File: src/rtl/home_pkg.sv
// home_pkg: shared display codes, ASCII prefix and transmitter state type
package home_pkg;
  localparam logic [2:0] DISP_START = 3'd0;
  localparam logic [2:0] DISP_FRONT_DOOR = 3'd1;
  localparam logic [2:0] DISP_REAR_DOOR = 3'd2;
  localparam logic [2:0] DISP_FIRE_ALARM = 3'd3;
  localparam logic [2:0] DISP_WINDOW = 3'd4;
  localparam logic [2:0] DISP_HEATER = 3'd5;
  localparam logic [2:0] DISP_COOLER = 3'd6;
  localparam logic [4:0] ASCII_DIGIT_HI = 5'b00110;
  typedef enum logic [1:0] {IDLE, START, DATA, STOP} tx_state_t;
endpackage

File: src/rtl/home_status_fifo.sv
// home_status_fifo: small synchronous FIFO, push accepted when full if a pop shares the edge
module home_status_fifo #(
  parameter int WIDTH = 3,
  parameter int DEPTH = 4
) (
  input  logic                           Clk,
  input  logic                           Rst,
  input  logic                           push,
  input  logic                           pop,
  input  logic [WIDTH-1:0]               din,
  output logic [WIDTH-1:0]               dout,
  output logic                           full,
  output logic                           empty,
  output logic [$clog2(DEPTH+1)-1:0]     count
);
  localparam int AW = $clog2(DEPTH);
  localparam int CW = $clog2(DEPTH+1);
  logic [WIDTH-1:0] mem [DEPTH];
  logic [AW-1:0] wr_ptr, rd_ptr;
  logic do_push, do_pop;
  assign empty = count == '0;
  assign full = count == CW'(DEPTH);
  assign do_pop = pop && !empty;
  assign do_push = push && (!full || do_pop);
  assign dout = mem[rd_ptr];
  // storage write, no reset needed since count gates every read
  always_ff @(posedge Clk) begin
    if (do_push) mem[wr_ptr] <= din;
  end
  // pointers and occupancy
  always_ff @(posedge Clk) begin
    if (Rst) begin
      wr_ptr <= '0;
      rd_ptr <= '0;
      count <= '0;
    end else begin
      wr_ptr <= do_push ? wr_ptr + 1'b1 : wr_ptr;
      rd_ptr <= do_pop ? rd_ptr + 1'b1 : rd_ptr;
      count <= count + CW'(do_push) - CW'(do_pop);
    end
  end
endmodule

File: src/rtl/home_status_tx.sv
// home_status_tx: queue every display change and send it as an 8N1 ASCII digit
module home_status_tx import home_pkg::*; #(
  parameter int CLKS_PER_BIT = 16,
  parameter int FIFO_DEPTH = 4
) (
  input  logic                                Clk,
  input  logic                                Rst,
  input  logic [2:0]                          display,
  output logic                                tx,
  output logic                                busy,
  output logic                                overflow,
  output logic [$clog2(FIFO_DEPTH+1)-1:0]     fifo_count
);
  localparam int BW = $clog2(CLKS_PER_BIT);
  tx_state_t state, state_n;
  logic [BW-1:0] baud, baud_n;
  logic [2:0] bit_cnt, bit_n, last_code, dout;
  logic [7:0] shreg, shreg_n;
  logic push, pop, full, empty, tx_n, baud_end;
  assign push = display != last_code;
  assign baud_end = baud == BW'(CLKS_PER_BIT-1);
  home_status_fifo #(.WIDTH(3), .DEPTH(FIFO_DEPTH)) u_fifo (
    .Clk(Clk), .Rst(Rst), .push(push), .pop(pop), .din(display),
    .dout(dout), .full(full), .empty(empty), .count(fifo_count)
  );
  // next-state, next line level and pop decision
  always_comb begin
    state_n = state;
    baud_n = baud_end ? '0 : baud + 1'b1;
    bit_n = bit_cnt;
    shreg_n = shreg;
    tx_n = tx;
    pop = 1'b0;
    case (state)
      IDLE: begin
        baud_n = '0;
        if (!empty) begin
          pop = 1'b1;
          shreg_n = {ASCII_DIGIT_HI, dout};
          state_n = START;
          tx_n = 1'b0;
        end
      end
      START: if (baud_end) begin
        state_n = DATA;
        bit_n = '0;
        tx_n = shreg[0];
      end
      DATA: if (baud_end) begin
        shreg_n = shreg >> 1;
        bit_n = bit_cnt + 1'b1;
        tx_n = bit_cnt == 3'd7 ? 1'b1 : shreg[1];
        state_n = bit_cnt == 3'd7 ? STOP : DATA;
      end
      STOP: if (baud_end) begin
        pop = !empty;
        state_n = empty ? IDLE : START;
        tx_n = empty;
        shreg_n = empty ? shreg : {ASCII_DIGIT_HI, dout};
      end
      default: state_n = IDLE;
    endcase
  end
  // registered state, line and status; last_code tracks display even when a push is dropped
  always_ff @(posedge Clk) begin
    if (Rst) begin
      state <= IDLE;
      baud <= '0;
      bit_cnt <= '0;
      shreg <= '0;
      tx <= 1'b1;
      busy <= 1'b0;
      overflow <= 1'b0;
      last_code <= DISP_START;
    end else begin
      state <= state_n;
      baud <= baud_n;
      bit_cnt <= bit_n;
      shreg <= shreg_n;
      tx <= tx_n;
      busy <= state_n != IDLE;
      overflow <= overflow | (push & full & ~pop);
      last_code <= display;
    end
  end
endmodule
File: config.mk
export PLATFORM = sky130hd
export DESIGN_NAME = home_status_tx
export DESIGN_NICKNAME = d
export VERILOG_FILES = /design/src/rtl/home_pkg.sv /design/src/rtl/home_status_fifo.sv /design/src/rtl/home_status_tx.sv
export SDC_FILE = /design/constraint.sdc
export NUM_CORES = 1
export LEC_CHECK = 0
export BUFFER_PORTS_ARGS = -buffer_cell sky130_fd_sc_hd__buf_4
export CORE_AREA = 2 2 69 71
export DETAILED_ROUTE_END_ITERATION = 10
export DIE_AREA = 0 0 71 73
export GPL_TIMING_DRIVEN = 0
export PLACE_DENSITY = 0.61
export SLEW_MARGIN = 25
export SYNTH_ARGS = -nofsm -noshare
export SYNTH_HDL_FRONTEND = slang
export SYNTH_SLANG_ARGS = --single-unit
File: constraint.sdc
create_clock -name Clk -period 3.7 [get_ports Clk]
set_input_delay 0.74 -clock Clk [delete_from_list [all_inputs] [get_ports Clk]]
set_output_delay 0.74 -clock Clk [all_outputs]
set_load 0.02 [all_outputs]
; ---- Word level (Yosys, flattened, before mapping)
; Memory sizes are Yosys's and may differ from the RTL's. A register that Yosys moved wholly into a read port is not among the register bits.
; Cells that the tools add are included.
[totals]
mem_count = 1
input_bits = 5
ram_bits = 12
ff_bits = 30
out_inout_bits = 6
[op_classes]
n_eq_ne = 11
bitwise_logic = 4
addsub = 6
n_mux = 27
reduce_logical = 14
[mem_list]
columns = name, depth, width, read_ports, rd_ports_with_merged_regs, wr, line
row1 = u_fifo.mem, 4, 3, 1, 1, 1, home_status_fifo.sv:18  ; logic [WIDTH-1:0] mem [DEPTH];
[op_table]
columns = op, n
row1 = 2-to-1 mux 8 bit, 3
row2 = case mux 8 bit (3 select lines), 1
row3 = 2-to-1 mux 2 bit, 6
row4 = 2-to-1 mux 1 bit, 11
row5 = != test 2 bit (second input constant), 4
row6 = case mux 2 bit (4 select lines), 1
row7 = equality test 3 bit (second input constant), 2
row8 = 2-to-1 mux 3 bit, 2
row9 = case mux 3 bit (2 select lines), 1
row10 = AND reduction 3 bit, 2
row11 = adder 2 x 1 -> 2 bit (second input constant), 2
row12 = adder 4 x 1 -> 4 bit (second input constant), 1
row13 = equality test 2 bit (second input constant), 2
row14 = equality test 4 bit (second input constant), 1
row15 = case mux 1 bit (4 select lines), 1
row16 = AND reduction 4 bit, 1
row17 = nonzero test 2 bit, 2
row18 = adder 3 x 1 -> 3 bit, 1
row19 = adder 3 x 1 -> 3 bit (second input constant), 1
row20 = logical NOT 3 bit, 1
row21 = != test 3 bit, 1
row22 = nonzero test 3 bit, 1
row23 = OR reduction 3 bit, 1
row24 = subtractor 3 x 1 -> 3 bit, 1
row25 = other kinds (9), 12

; ---- Depth between registers and ports, before layout
[depth]
word_depth = 9
mapped_depth = 12
mapped_depth_nobuf = 12

; ---- Hierarchy
; Synthesis repeated with hierarchy kept, for this count alone.
[unflattened]
hier_cells = 168
area_unflattened_um2 = 1943.1
[modules_own_cells]
columns = mod, area_per_inst_um2, n_inst, cells_per_inst, seq_area_each_um2
row1 = home_status_tx, 1016.0, 1, 106, 420.4
row2 = home_status_fifo, 927.1, 1, 62, 540.5

; ---- Worst setup path after synthesis
; OpenSTA, ideal clock, no wires.
[synth_timing]
path_kind = reg-to-reg
startpoint = reg state[1]
endpoint = reg u_fifo.count[2]
setup_time_ns = 0.128
period_less_slack_ns = 2.359
path_buffers = 0
path_stages_with_launch = 12
slack_ns = 1.341
t_arrival_ns = 2.232
path_cell_list = dfxtp_1 ha_1 a41oi_2 nor3_1 ha_1 inv_1 ha_1 inv_1 fa_1 xor2_1 xnor2_1 nor2_1
[synth_between]
elab_chain_cells = 7
[synth_lines]
columns = element, line
row1 = "start, declared", home_status_tx.sv:15  ; tx_state_t state, state_n;
row2 = "start signal, assigned", home_status_tx.sv:76  ; state <= state_n;
row3 = equality test 2 bit / logical NOT 2 bit (equally long branches), home_status_tx.sv:34  ; case (state)
row4 = case mux 1 bit (2 select lines) *, home_status_tx.sv:34
row5 = logical AND 1 bit *, home_status_fifo.sv:23  ; assign do_pop = pop && !empty;
row6 = named net u_fifo.do_pop, home_status_fifo.sv:20  ; logic do_push, do_pop;
row7 = logical OR 1 bit, home_status_fifo.sv:24  ; assign do_push = push && (!full || do_pop);
row8 = logical AND 1 bit, home_status_fifo.sv:24
row9 = adder 3 x 1 -> 3 bit, home_status_fifo.sv:39  ; count <= count + CW'(do_push) - CW'(do_pop);
row10 = subtractor 3 x 1 -> 3 bit *, home_status_fifo.sv:39
row11 = "end signal, assigned", home_status_fifo.sv:39
row12 = "end, declared", home_status_fifo.sv:14  ; output logic [$clog2(DEPTH+1)-1:0] count
; The timed path passes the listed nets; every way through them passes the cells marked *.
; A chain may end at the register's enable or synchronous reset.

; ---- Worst setup path in the final report
; Same ends and word-level chain as after synthesis.

==> run metrics <==
RD Place Congestion 0.707; residual DRC count 0; grt ovf 0; largest net degree at the start of global routing 16; Post-synth top cells 30 x dfxtp_1, 19 x nor2_1, 14 x ha_1; Worst-Skew Late Latency 0.29 ns; max-slew violations 0; port buffer count 10; routed wire length 3470 µm; Synth Net Count 188; period utilisation layout 71.9%; fin nets 205; Top FF cell, synth dfxtp_1; post-DR wirelength/cell about 14 µm; cell with the most instances after synthesis dfxtp_1; I/O pin cnt 11; leakage 0.861 nW; register area share after synthesis 49.4%; Synth Register Bits 42; die area 5180 µm²; CP delay by family, top adder cells; clk sink count 42; initial antenna violation count 0; crit-path cells ha_1, a41oi_2, nor3_1, ha_1, inv_1, ha_1, inv_1, fa_1, xor2_1, xnor2_1, nor2_1; HP Class reg -> reg; starting density of the core 42.9%; total CTS buffers 5; ANT nets after route 0; Worst Setup End Kind flop; Worst EP required slightly below 4 ns; share of cells above drive strength 1 ~18%; total power about 1.8 mW; vias in the first global route 1277; total of cells resized after clock tree synthesis 0; crit-path most repeated cell ha_1; share of the synthesized area in the top cell type just over 30%; # fillers roughly 400; chip height roughly 73 µm; Yosys cell types 46; detailed placement HPWL 2660 µm; Yosys Warn Count 0; cells after synthesis 168; # diodes 0; ys async rst share 0%; Post CTS Setup Buffer Count 0; crit path time final 2.66 ns; drt pass-1 iters 5; critical path class reg -> reg; CTS tree built; Vias around 1300; hold_sp overflow; Std-Cell Rows 25; Crit Path Max Fanout 6; Worst slew margin 62.1%; H-tree depth 2; Worst Skew between 0.004 and 0.005 ns; Critical Path Source state[1]; fmax 0.376 GHz; run status finished, final reports clean; Mapped Avg Cell Area roughly 12 µm²; endpoints failing setup 0; RSZ-0062 raised after global routing no; Pwr per Cell Area 828 nW/µm²; area delta synth->final 12.1%; Synth area leaders dfxtp_1 31%, edfxtp_1 19%, ha_1 9.0%; number of synthesized flops with an enable pin 12; Setup TNS Final 0 ns; kind of start point of the critical path flop; biggest area consumer among synthesized cells dfxtp_1; Clock transition at path regs 0.09 ns; die extent in x 71 µm; worst path bufs/invs 2; CORE AREA 4540 µm²; CTS max path bufs 2; DR iter-0 viols 105; Post-CTS Hold Buffers 0; Worst-Margin Slew 0.568 ns; crit path DAT around 2.8 ns; root buffer cell clkbuf_8; vias per cell 5.26; gr usage total 15.4%; CP max-delay cell dfxtp_1; peak supply drop 0.000484 V; FF-to-FF Start state[1]; synthesized area just under 2000 µm²; # Max-Cap Violations 0; first-pass GRT wire length 6110 µm; final hold vios 0; max incr delay on CP 0.42 ns
cell families after synthesis:
family                     synth area share (%)
buffers and inverters                      3.73
muxes                                      6.88
and+or+nand+nor                            14.5
adders and majority gates                  10.0
xor gates and xnor gates                   4.05
AOI/OAI and AO/OA                          11.4
DFF                                        49.4
cells in the final DEF (no fill, tap or decap), drive strengths merged, types with 5 or more instances in the layout:
master  Yosys  routed
dfxtp      30      30
nor2       19      19
ha         14      14
buf         3      13
edfxtp     12      12
inv        11      12
clkbuf      3       8
xor2        5       5
nor3        5       5
state kept, by name, summed over array words and instances, names as in the netlist, named ones only:
name,count
u_fifo.rd_ptr,2
u_fifo.mem,12
shreg,6
u_fifo.wr_ptr,2
state,2
busy,1
bit_cnt,3
overflow,1
tx,1
last_code,3
baud,4
u_fifo.count,3
stage by stage:
stage | setup WS (ns) | area [µm²] | utilization, % | hold slack (ns) | cells
after floorplan | 1.34 | 1950 | - | 0.432 | 168
after global placement | 1.13 | 2090 | 46.1 | 0.441 | 232
after detailed placement | 1.07 | 2090 | 46.1 | 0.443 | 232
after CTS | 1.06 | 2180 | 48.1 | 0.462 | 240
after global routing | 0.803 | 2180 | 48.1 | 0.503 | 240
final | 1.04 | 2180 | 48.1 | 0.461 | 240
power by group:
| group | internal, mW | switching, mW | total, mW |
|---|---|---|---|
| registers | 0.604 | 0.0893 | 0.693 |
| clock network | 0.136 | 0.170 | 0.306 |
| logic | 0.371 | 0.437 | 0.808 |
cell type report:
type	instances	area, µm²	share of cell area [%]
Buffer	6	31.3	1.43
Clock inverter	3	25.0	1.15
Tap cell	54	67.6	3.09
Sequential cell	42	961	44.0
Timing Repair Buffer	10	75.1	3.44
Multi-Input combinational cell	109	913	41.8
Inverter	11	41.3	1.89
Clock buffer	5	68.8	3.15
final timing paths:
check / endpoint / slack (ns) / cells after the start
worst min-delay path: overflow / 0.46 / 2
worst max-delay path: u_fifo.count[2] / 1.04 / 11
worst min register to register: overflow / 0.46 / 2
worst max register to register: u_fifo.count[2] / 1.04 / 11
worst register-to-register path, cell delays in order, from the launching register on:
cell	delay [ns]
dfxtp_1	0.42
ha_1	0.32
a41oi_2	0.18
nor3_1	0.35
ha_1	0.30
inv_1	0.05
ha_1	0.14
inv_1	0.05
fa_1	0.37
xor2_1	0.16
xnor2_1	0.14
nor2_1	0.05
layer usage:
metal	track usage, %	wire length, µm	vias to the layer above	part of all wire [%]
met2	27.1	1740	17	50
met4	4.40	29	0	0.84
met5	0	0	-	0
met1	18.4	1590	608	46
met3	4.28	108	4	3.1
li1	-	-	634	-
Power figures use the tool's default switching activity.
